==> config.mk <==
export PLATFORM = sky130hd
export DESIGN_NAME = race_lights_controller
export DESIGN_NICKNAME = d
export VERILOG_FILES = /design/src/rtl/race_lights_controller.sv
export SDC_FILE = /design/constraint.sdc
export NUM_CORES = 1
export LEC_CHECK = 0
export ABC_CLOCK_PERIOD_IN_PS = 3000
export BUFFER_PORTS_ARGS = -buffer_cell sky130_fd_sc_hd__buf_2
export CAP_MARGIN = 0
export CORE_ASPECT_RATIO = 0.7
export CORE_MARGIN = 10
export CORE_UTILIZATION = 50
export CTS_CLUSTER_SIZE = 25
export DETAILED_ROUTE_END_ITERATION = 10
export GPL_ROUTABILITY_DRIVEN = 0
export PLACE_DENSITY_LB_ADDON = 0.05
export SLEW_MARGIN = 25
export SYNTH_ARGS = -nofsm -noshare
export SYNTH_HDL_FRONTEND = slang
export SYNTH_SLANG_ARGS = --single-unit
==> constraint.sdc <==
create_clock -name Clk -period 3 [get_ports Clk]
set_clock_uncertainty 0.1 [all_clocks]
set_input_delay 0.6 -clock Clk [delete_from_list [all_inputs] [get_ports Clk]]
set_output_delay 0.6 -clock Clk [all_outputs]
set_load 0.02 [all_outputs]
==> src/rtl/race_lights_controller.sv <==
// Race start tree sequencer: Red, then Yellow, then Green held until reset.
// Lamp outputs are registered from the next state, so they track the state with no extra lag.
module race_lights_controller #(
    parameter int unsigned RED_CYCLES    = 3,
    parameter int unsigned YELLOW_CYCLES = 3
) (
    input  logic Clk,
    input  logic nReset,
    input  logic Start,
    output logic R,
    output logic Y,
    output logic G
);

    // A count of 0 is treated as 1.
    localparam int unsigned RedEff    = (RED_CYCLES == 0) ? 1 : RED_CYCLES;
    localparam int unsigned YellowEff = (YELLOW_CYCLES == 0) ? 1 : YELLOW_CYCLES;
    localparam logic [15:0] red_last    = 16'(RedEff - 1);
    localparam logic [15:0] yellow_last = 16'(YellowEff - 1);

    typedef enum logic [1:0] {
        st_idle   = 2'd0,
        st_red    = 2'd1,
        st_yellow = 2'd2,
        st_green  = 2'd3
    } state_t;

    state_t      state_q, state_d;
    logic [15:0] cnt_q, cnt_d;

    always_comb begin
        state_d = state_q;
        cnt_d   = cnt_q;
        case (state_q)
            st_idle: begin
                if (Start) begin
                    state_d = st_red;
                    cnt_d   = '0;
                end
            end
            st_red: begin
                if (cnt_q == red_last) begin
                    state_d = st_yellow;
                    cnt_d   = '0;
                end else begin
                    cnt_d = cnt_q + 16'd1;
                end
            end
            st_yellow: begin
                if (cnt_q == yellow_last) begin
                    state_d = st_green;
                    cnt_d   = '0;
                end else begin
                    cnt_d = cnt_q + 16'd1;
                end
            end
            st_green: begin
                state_d = st_green;
            end
            default: begin
                state_d = st_idle;
                cnt_d   = '0;
            end
        endcase
    end

    always_ff @(posedge Clk) begin
        if (nReset) begin
            state_q <= st_idle;
            cnt_q   <= '0;
            R       <= 1'b0;
            Y       <= 1'b0;
            G       <= 1'b0;
        end else begin
            state_q <= state_d;
            cnt_q   <= cnt_d;
            R       <= (state_d == st_red);
            Y       <= (state_d == st_yellow);
            G       <= (state_d == st_green);
        end
    end

endmodule

# After elaboration in Yosys (flattened, before gate mapping)

Index checks and enable logic that the tools add are counted.

Register bits: 21
Latch bits: 0
Memory bits (writable): 0
Bits in read-only memories: 0
Input port bits: 3
Output and inout port bits: 3
Memories: 0

Add/subtract/negate cells: 1
Multipliers: 0
Div/mod/pow operators: 0
Order comparisons: 0
Eq/ne operators: 8
Shift-type cells: 0
Mux-type cells: 7
Bitwise logic cells: 0
Reduce and logical (&&, ||, !) cells: 4

Operator list:

| operator              | number |
|---|---|
| $mux 16               | 2 |
| $pmux 16 s2           | 1 |
| $add 16x1->16 const B | 1 |
| $eq 16x2->1 const B   | 1 |
| $eq 2x2->1 const B    | 4 |
| $pmux 2 s4            | 1 |
| $mux 2                | 3 |
| $eq 2x1->1 const B    | 2 |
| $logic_not 2->1       | 1 |
| $ne 2x2->1 const B    | 1 |
| $reduce_and 2->1      | 1 |
| $reduce_bool 2->1     | 1 |
| $reduce_or 2->1       | 1 |

# Longest topological paths before layout

Gate-level depths: netlist (run 1).

Depth in word-level cells: 4
Depth in mapped cells: 8
Depth with buffers taken out: 7

# Least setup slack after synthesis (run 1)

No wires, ideal clock.

Path kind: reg-to-reg
From: reg state_q[1]
To: reg cnt_q[10]
Setup time: 0.062 ns
Arrival: 1.910 ns
Setup slack: 0.928 ns
Cell stages (with the launch flop): 9
Clock period less this slack: 2.072 ns
Cells stage by stage: dfxtp_1 -> inv_1 -> ha_1 -> inv_1 -> a41o_2 -> nand2b_4 -> buf_6 -> or4_1 -> nand3_1

Longest elaborated chain between the ends: 4
Elaborated cells between the ends (all ways): 8
Classes of those cells: eq/ne (3); mux (1); reduce/logical (4)

RTL lines:

| what                                            | line | source |
|---|---|---|
| start: declaration                              | 28   | `state_t state_q, state_d;` |
| start signal: assignment                        | 69   | `state_q <= st_idle;` |
| start signal: assignment                        | 75   | `state_q <= state_d;` |
| $eq 2x2->1 / $eq 2x1->1 (equally long branches) | 34   | `case (state_q)` |
| $reduce_or 2->1 (no source line)                | n/a  |  |
| $reduce_bool 2->1 (no source line)              | n/a  |  |
| $reduce_and 2->1 (no source line)               | n/a  |  |
| end signal: assignment                          | 76   | `cnt_q <= cnt_d;` |
| end: declaration                                | 29   | `logic [15:0] cnt_q, cnt_d;` |

Parallel ways exist; a longest one is shown, timed or not.
A chain may end at the register's enable or synchronous reset.

# Final worst setup path (run 1)

From: reg state_q[1]
To: reg cnt_q[5]

Same word-level chain as after synthesis.

==> reports/metrics.sh, run 1 <==
DETAILROUTE.WIRELENGTH.MET2_UM=984
WORSTREGTOREGCELLS=7
MAX-CAP-VIOLATIONS=0
TOTALNEGATIVESETUPSLACK_NS=0
DRT-MET1-WL_MM=1.33
CRIT_SHARE_POST_ROUTE_PCT=75.6
SETUP.WORST_PATH.START_CLASS='register'
DETAIL_ROUTE.FIRST_PASS.ITERATIONS=4
FINAL-HOLD-VIOLATION-COUNT=0
FP.DIEH_UM=60.0
DPL.HPWL_MM=1.86
FIRST_GLOBAL_VIAS=879
SYNTH_TOP_FLOP_CELL='dfxtp_1'
CTS_REPAIR_RESIZE_COUNT=0
DRT-INITIAL-DRC-COUNT=94
SYNTH_NETS=151
TIMING.HOLD.WORST.START='cnt_q[15]'
ROUTED.TOP_LAYER='met4'
CORE_AREA_SQ_UM=2170
WORST-SETUP-PATH-TYPE='register to register'
FINALSETUPVIOLATIONS=0
SYNTH_SEQ_CELLS=21
WORSTPATHREQUIRED_NS=3.14
MAX_SLEW_HEADROOM_PCT=58.6
FINALCRITICALPERIOD_NS=2.27
SYNTH_TOP_FAMILY_BY_AREA='simple AND/OR/NAND/NOR gates'
SYN_AREA_PER_CELL_SQ_UM=8.05
UTILIZATION_PCT=55.8
REPORT.FINAL.SLEW_VIOL_COUNT=0
ROWS=14
TIMING.RR.START='state_q[1]'
WORSTMARGINPINSLEW_NS=0.613
SYNTHESIZED_AREA_FRACTION_OCCUPIED_BY_AO_OA_AOI_AND_OAI_CELLS_PCT=13.0
SYNTHARSTFLOPSHARE_PCT=0
DRTANTENNAVIOLNETS=0
FLOW.AREA_GROWTH_FROM_SYNTHESIS_PCT=5.91
BUFFER_PORTS.INSERTED=5
SYNTH_SIMPLE_GATE_AREA_SHARE_PCT=36.4
RUN_STATUS='finished clean'
SYNTHMUXAREASHARE_PCT=2.84
POSTCTSSETUPREPAIRBUFS=0
CTS-HTREE-LEVELS=1
DESIGN.DIE.AREA_SQ_UM=4630
ANTENNA_FOUND_INITIAL=0
N_ANTENNA_CELL=0
IO_PINS=6
SYNTHESIZED_AREA_FRACTION_OCCUPIED_BY_XOR_AND_XNOR_CELLS_PCT=0
CLK_TRANSITION_REPORTED_PATHS_NS=0.12
MET3_WIRELENGTH_UM=98
GRT.TOTAL_USAGE_PCT=10.9
ROUTEDWLPERCELL_UM=13.5
CTS.PATH.MAX_BUFFERS=2
GRT_SETUP_UNREPAIRED='false'
CRITICAL_PATH_PEAK_FANOUT=13
ARRIVAL_NS=2.40
MAX_FREQ_GHz=0.441
GRT_MAX_DEGREE=23
WORSTHOLDPATHCELLS=2
STATIC-LEAKAGE-POWER_nW=0.433
FINALWIRELENGTH_MM=2.42
OVERFLOW=0
VDD_DROP_MAX_mV=0.205
VIAS_PER_CELL=5.73
TOTAL_STANDARD_CELL_AREA_AFTER_SYNTHESIS_SQ_UM=1140
DRCVIOLATIONCOUNT=0
FINAL_AREA_SQ_UM=1210
CTS_ROOT_BUFFER='clkbuf_4'
WORSTREG2REGEND='cnt_q[5]'
CTS_HOLD_BUF=0
CRITICAL_PATH.ENDPOINT_TYPE='register'
POST_SYNTH_INST_COUNT=142
YOSYS_SYNTHESIS_WARNING_COUNT=0
GRT_PASS1_WL_MM=4.15
FINAL_NET_COUNT=157
SEQ_AREA_FRAC_SYNTH_PCT=36.8
SYNTH_EDF_COUNT=0
CRITICAL_PATH.STARTPOINT='state_q[1]'
DIEWIDTH_UM=77.2
MIN_PATH_TYPE='register to register'
NETLIST-CELL-TYPE-COUNT=32
DRIVE_GT1_SHARE_PCT=9.52
SETUP.REG_TO_REG.WORST_SLACK_NS=0.73
CTS_SINKS=21
CLK_LATENCY_NS=0.31
ARITHMETIC_CELL_SHARE_OF_THE_SYNTHESIZED_AREA_COUNTING_FULL_ADDERS_HALF_ADDERS_AND_MAJORITY_GATES_PCT=6.56
TRITONCTS='yes'
POWER_PER_CELL_AREA_nW_PER_UM2=391
DPL_CELL_AREA_SQ_UM=1180
HOLD_END='cnt_q[15]'
INITIAL_UTILIZATION_PCT=52.6
TRITONCTS.NUM_BUFFERS=3
ROUTED-VIA-COUNT=1025
==> critical path, stage by stage, from the launching register on <==
cell and delay (ns):
dfxtp_1 0.42, inv_1 0.10, ha_1 0.33, inv_1 0.09
a41o_2 0.30, nand2b_4 0.21, or4_1 0.51, a21oi_1 0.13
==> sequential cells by signal, indices dropped and copies added (netlist names) <==
signal	count
G	1
R	1
Y	1
cnt_q	16
state_q	2
==> worst max path at each step <==
stage	end
6_report	cnt_q[5]
3_3_place_gp	cnt_q[5]
4_1_cts	cnt_q[5]
3_5_place_dp	cnt_q[5]
5_1_grt	cnt_q[13]
2_1_floorplan	cnt_q[10]
==> area by class of cell <==
| class | count | area, sq um |
|---|---|---|
| fill | 227 | 961 |
| multi-input combinational | 110 | 673 |
| sequential | 21 | 420 |
| tap | 32 | 40.0 |
| clock buffer | 4 | 26.3 |
| inverter | 7 | 26.3 |
| timing repair buffer | 5 | 25.0 |
==> per-layer routing <==
| layer | vias to the layer above | global-route usage [%] |
|---|---|---|
| met5 | - | 0 |
| met4 | 0 | 2.85 |
| met3 | 2 | 4.04 |
| met2 | 18 | 15.6 |
| met1 | 469 | 14.9 |
| li1 | 536 | - |
==> logic make-up (layout without fill, tap and decap cells) <==
| kind of cell | Yosys count | count (layout) |
|---|---|---|
| AND/OR/NAND/NOR | 78 | 78 |
| AO/OA/AOI/OAI | 23 | 23 |
| flip-flops | 21 | 21 |
| buffers and inverters | 11 | 16 |
| adder cells (fa/ha/maj) | 6 | 6 |
| multiplexers | 3 | 3 |
==> power by group <==
group / leakage [nW] / internal, mW / total [mW] / switching [mW]
sequential: 0.170 / 0.282 / 0.284 / 0.00234
combinational: 0.248 / 0.0170 / 0.0513 / 0.0343
clock: 0.0150 / 0.0519 / 0.138 / 0.0859
total: 0.433 / 0.351 / 0.473 / 0.123
==> cells in the mapped netlist (2+ instances only) <==
cell | number | area (sq um)
and4_1 | 2 | 17.5
ha_1 | 6 | 75.1
o31ai_1 | 2 | 15.0
or4_1 | 8 | 60.1
inv_1 | 7 | 26.3
a21oi_1 | 7 | 35.0
nor2_1 | 9 | 33.8
a31oi_1 | 2 | 12.5
nand3_1 | 20 | 100
or3_1 | 3 | 18.8
dfxtp_1 | 21 | 420
nor3_1 | 5 | 25.0
clkbuf_1 | 2 | 7.51
nand2_1 | 19 | 71.3
nand4_1 | 3 | 18.8
nor4_1 | 2 | 12.5
mux2_2 | 2 | 22.5
a211oi_1 | 2 | 15.0
o21ai_0 | 7 | 35.0
==> placed cells by master, fill, tap and decap left out, types with 6 or more instances in the layout <==
cell / netlist / final
o21ai_0: 7 / 7
a21oi_1: 7 / 7
nor2_1: 9 / 9
or4_1: 8 / 8
ha_1: 6 / 6
nand2_1: 19 / 19
inv_1: 7 / 7
dfxtp_1: 21 / 21
nand3_1: 20 / 20
==> stage by stage <==
step | hold slack [ns] | setup slack [ns] | power (mW) | std cells
3_3_place_gp | 0.379 | 0.841 | 0.341 | 175
2_1_floorplan | 0.359 | 0.928 | 0.331 | 142
3_5_place_dp | 0.392 | 0.782 | 0.342 | 175
4_1_cts | 0.408 | 0.746 | 0.477 | 179
5_1_grt | 0.433 | 0.523 | 0.494 | 179
6_report | 0.405 | 0.733 | 0.473 | 179
No activity file was read; power rests on OpenSTA's default activity.
==> run 2: changes to the inputs <==
- ABC_CLOCK_PERIOD_IN_PS: 3000 -> 2000
- clock period: 3 -> 2 ns (I/O delays scaled with it)
==> run 2 against run 1 <==
Effect of this change:
- combinational power grew 120%
- non-clock buffer count is 16 higher
- largest power group unchanged
- clock power up 49%
- total power up 57%
- sequential share of layout area decreased by 4.0 points
- die area is the same
- maximum frequency is 15% higher
- global-route usage grew 0.56 points
==> reports/metrics.sh, run 2 (synthesis results as in run 1) <==
CLK_TRANSITION_REPORTED_PATHS_NS=0.12
REGISTERS.TOP_BY_FF_COUNT='cnt_q'
DPL.HPWL_MM=1.95
MIN_PATH_TYPE='primary input to register'
FIN_TOTAL_PWR_mW=0.742
PLACED_CELLS_INCL_TAPS=187
SLOWEST_DELAY_NS=0.50
FRACTION_OF_POWER_SPENT_SWITCHING_NETS_PCT=26.2
GRT_UTIL_MET3_PCT=3.44
CTS_SINKS=21
LEADING_CELL_TYPE_IN_THE_LAYOUT_FILL_AND_TAPS_EXCLUDED='nand3_1'
CTS.PATH.MAX_BUFFERS=2
POWER.SHARE.COMBINATIONAL_PCT=15.0
ROUTEDWLPERCELL_UM=14.3
FINAL_NET_COUNT=174
CLK_LATENCY_NS=0.31
FILLER_FREE_CELL_COUNT_OF_THE_FINISHED_DESIGN=196
HOLD_WS_NS=0.388
FP.DIEH_UM=60.0
WORSTMARGINPINSLEW_NS=0.494
DRTANTENNAVIOLNETS=0
LIST_OF_CELLS_TRAVERSED_BY_THE_CRITICAL_PATH='nor4_1 -> and4_1 -> nand2b_1 -> mux2_2 -> nor3b_1'
DRT-INITIAL-DRC-COUNT=110
DP_WORST_SETUP_SLACK_NS=-0.00717
MAX_FREQ_GHz=0.509
N_ANTENNA_CELL=0
LARGEST_REGISTER_FF_COUNT=16
CPMAXSTAGEDELAYCELL='nor4_1'
TRITONCTS.NUM_BUFFERS=3
P_SEQ_SHARE_PCT=57.3
ROWS=14
STATIC-LEAKAGE-POWER_nW=0.521
WORSTPATHREQUIRED_NS=2.08
LARGESTREGISTERS='cnt_q (16), state_q (2)'
OVERFLOW=0
FINALSETUPVIOLATIONS=0
SETUP.WORST_PATH.START_CLASS='register'
CTS_ROOT_BUFFER='clkbuf_4'
CRIT_SHARE_POST_ROUTE_PCT=98.2
P_CLK_SHARE_PCT=27.7
TOTALNEGATIVESETUPSLACK_NS=0
GRT.TOTAL_USAGE_PCT=11.5
DPL_CELL_AREA_SQ_UM=1290
MAX_SLEW_HEADROOM_PCT=66.8
USE_MET1_PCT=15.8
IO_PINS=6
DIEWIDTH_UM=77.2
WORST-SETUP-PATH-TYPE='register to register'
ANTENNA_FOUND_INITIAL=0
LAYOUT.CELLS.MOST_COMMON_LIST='nand3_1 (20), nand2_1 (19), dfxtp_1 (18), buf_4 (16), nor2_1 (8)'
MAX-CAP-VIOLATIONS=0
DRIVE_GT1_SHARE_PCT=27.4
TRITONCTS='yes'
GRT_MAX_DEGREE=23
FINALCRITICALPERIOD_NS=1.96
INITIAL_UTILIZATION_PCT=52.6
DESIGN.DIE.AREA_SQ_UM=4630
BUSIEST_LAYER='met2'
ARRIVAL_NS=2.05
DETAIL_ROUTE.FIRST_PASS.ITERATIONS=4
CELL_INTERNAL_POWER_mW=0.548
FIRST_GLOBAL_VIAS=880
FINAL_AREA_SQ_UM=1390
REPORT.FINAL.SLEW_VIOL_COUNT=0
PATH_DELAY_FAMILY='simple AND/OR/NAND/NOR gates'
GRT_PASS1_WL_MM=4.28
VIAS_PER_CELL=5.66
FINAL-HOLD-VIOLATION-COUNT=0
DRCVIOLATIONCOUNT=0
BUFFER_PORTS.INSERTED=5
CRITICAL_PATH.ENDPOINT_TYPE='register'
GRT_UTIL_MET2_PCT=16.5
RUN_STATUS='finished clean'
FLOW.AREA_GROWTH_FROM_SYNTHESIS_PCT=21.6
WORST_PATH_BUFS_INVS=0
SETUP_WS_NS=0.0352
CRITICAL_PATH_PEAK_FANOUT=5
VDD_DROP_MAX_mV=0.439
P_SWITCHING_mW=0.194
POWER_PER_CELL_AREA_nW_PER_UM2=534
ROUTED-VIA-COUNT=1110
FINALWIRELENGTH_MM=2.81
CORE_AREA_SQ_UM=2170
CTS-HTREE-LEVELS=1
UTILIZATION_PCT=64.0
## run 2: final cells by class
| type | count | area (sq um) |
|---|---|---|
| clock buffers | 4 | 26.3 |
| fillers | 208 | 782 |
| inverters | 7 | 26.3 |
| multi-input cells | 111 | 726 |
| flip-flops and latches | 21 | 427 |
| well taps | 32 | 40.0 |
| repair buffers | 21 | 145 |
## run 2: repair_timing
item | CTS | global route
gates resized for setup | 2 | 10
endpoints found under the setup margin | 3 | 9
setup buffers | 1 | 3
pin swaps | 0 | 2
hold buffers | 0 | 0
gates cloned | 0 | 1
## run 2: worst paths after layout
path,startpoint,end,slack (ns),cells past startpoint
setup / recovery,cnt_q[12],Y,0.04,5
hold / removal,nReset,cnt_q[5],0.39,2
setup reg to reg,cnt_q[12],Y,0.04,5
hold reg to reg,cnt_q[15],cnt_q[15],0.41,2
## run 2: worst register-to-register path, delay by kind of cell (launching register included)
| kind | cells | cell delay, ns |
|---|---|---|
| AND/OR/NAND/NOR | 4 | 1.06 |
| flip-flops | 1 | 0.38 |
| multiplexers | 1 | 0.31 |
## run 2: per-layer routing
| metal | part of all wire [%] | up-vias |
|---|---|---|
| met1 | 50 | 500 |
| met2 | 43 | 35 |
| met4 | 1.0 | 0 |
| li1 | - | 571 |
| met5 | 0 | - |
| met3 | 5.9 | 4 |
## run 2: power groups by stage
| stage | Sequential [mW] | Clock, mW | Combinational (mW) |
|---|---|---|---|
| 6_report | 0.425 | 0.206 | 0.111 |
| 5_1_grt | 0.426 | 0.232 | 0.121 |
| 4_1_cts | 0.424 | 0.216 | 0.0977 |
| 3_5_place_dp | 0.435 | 0 | 0.0973 |
| 3_3_place_gp | 0.435 | 0 | 0.0976 |
| 2_1_floorplan | 0.438 | 0 | 0.0626 |
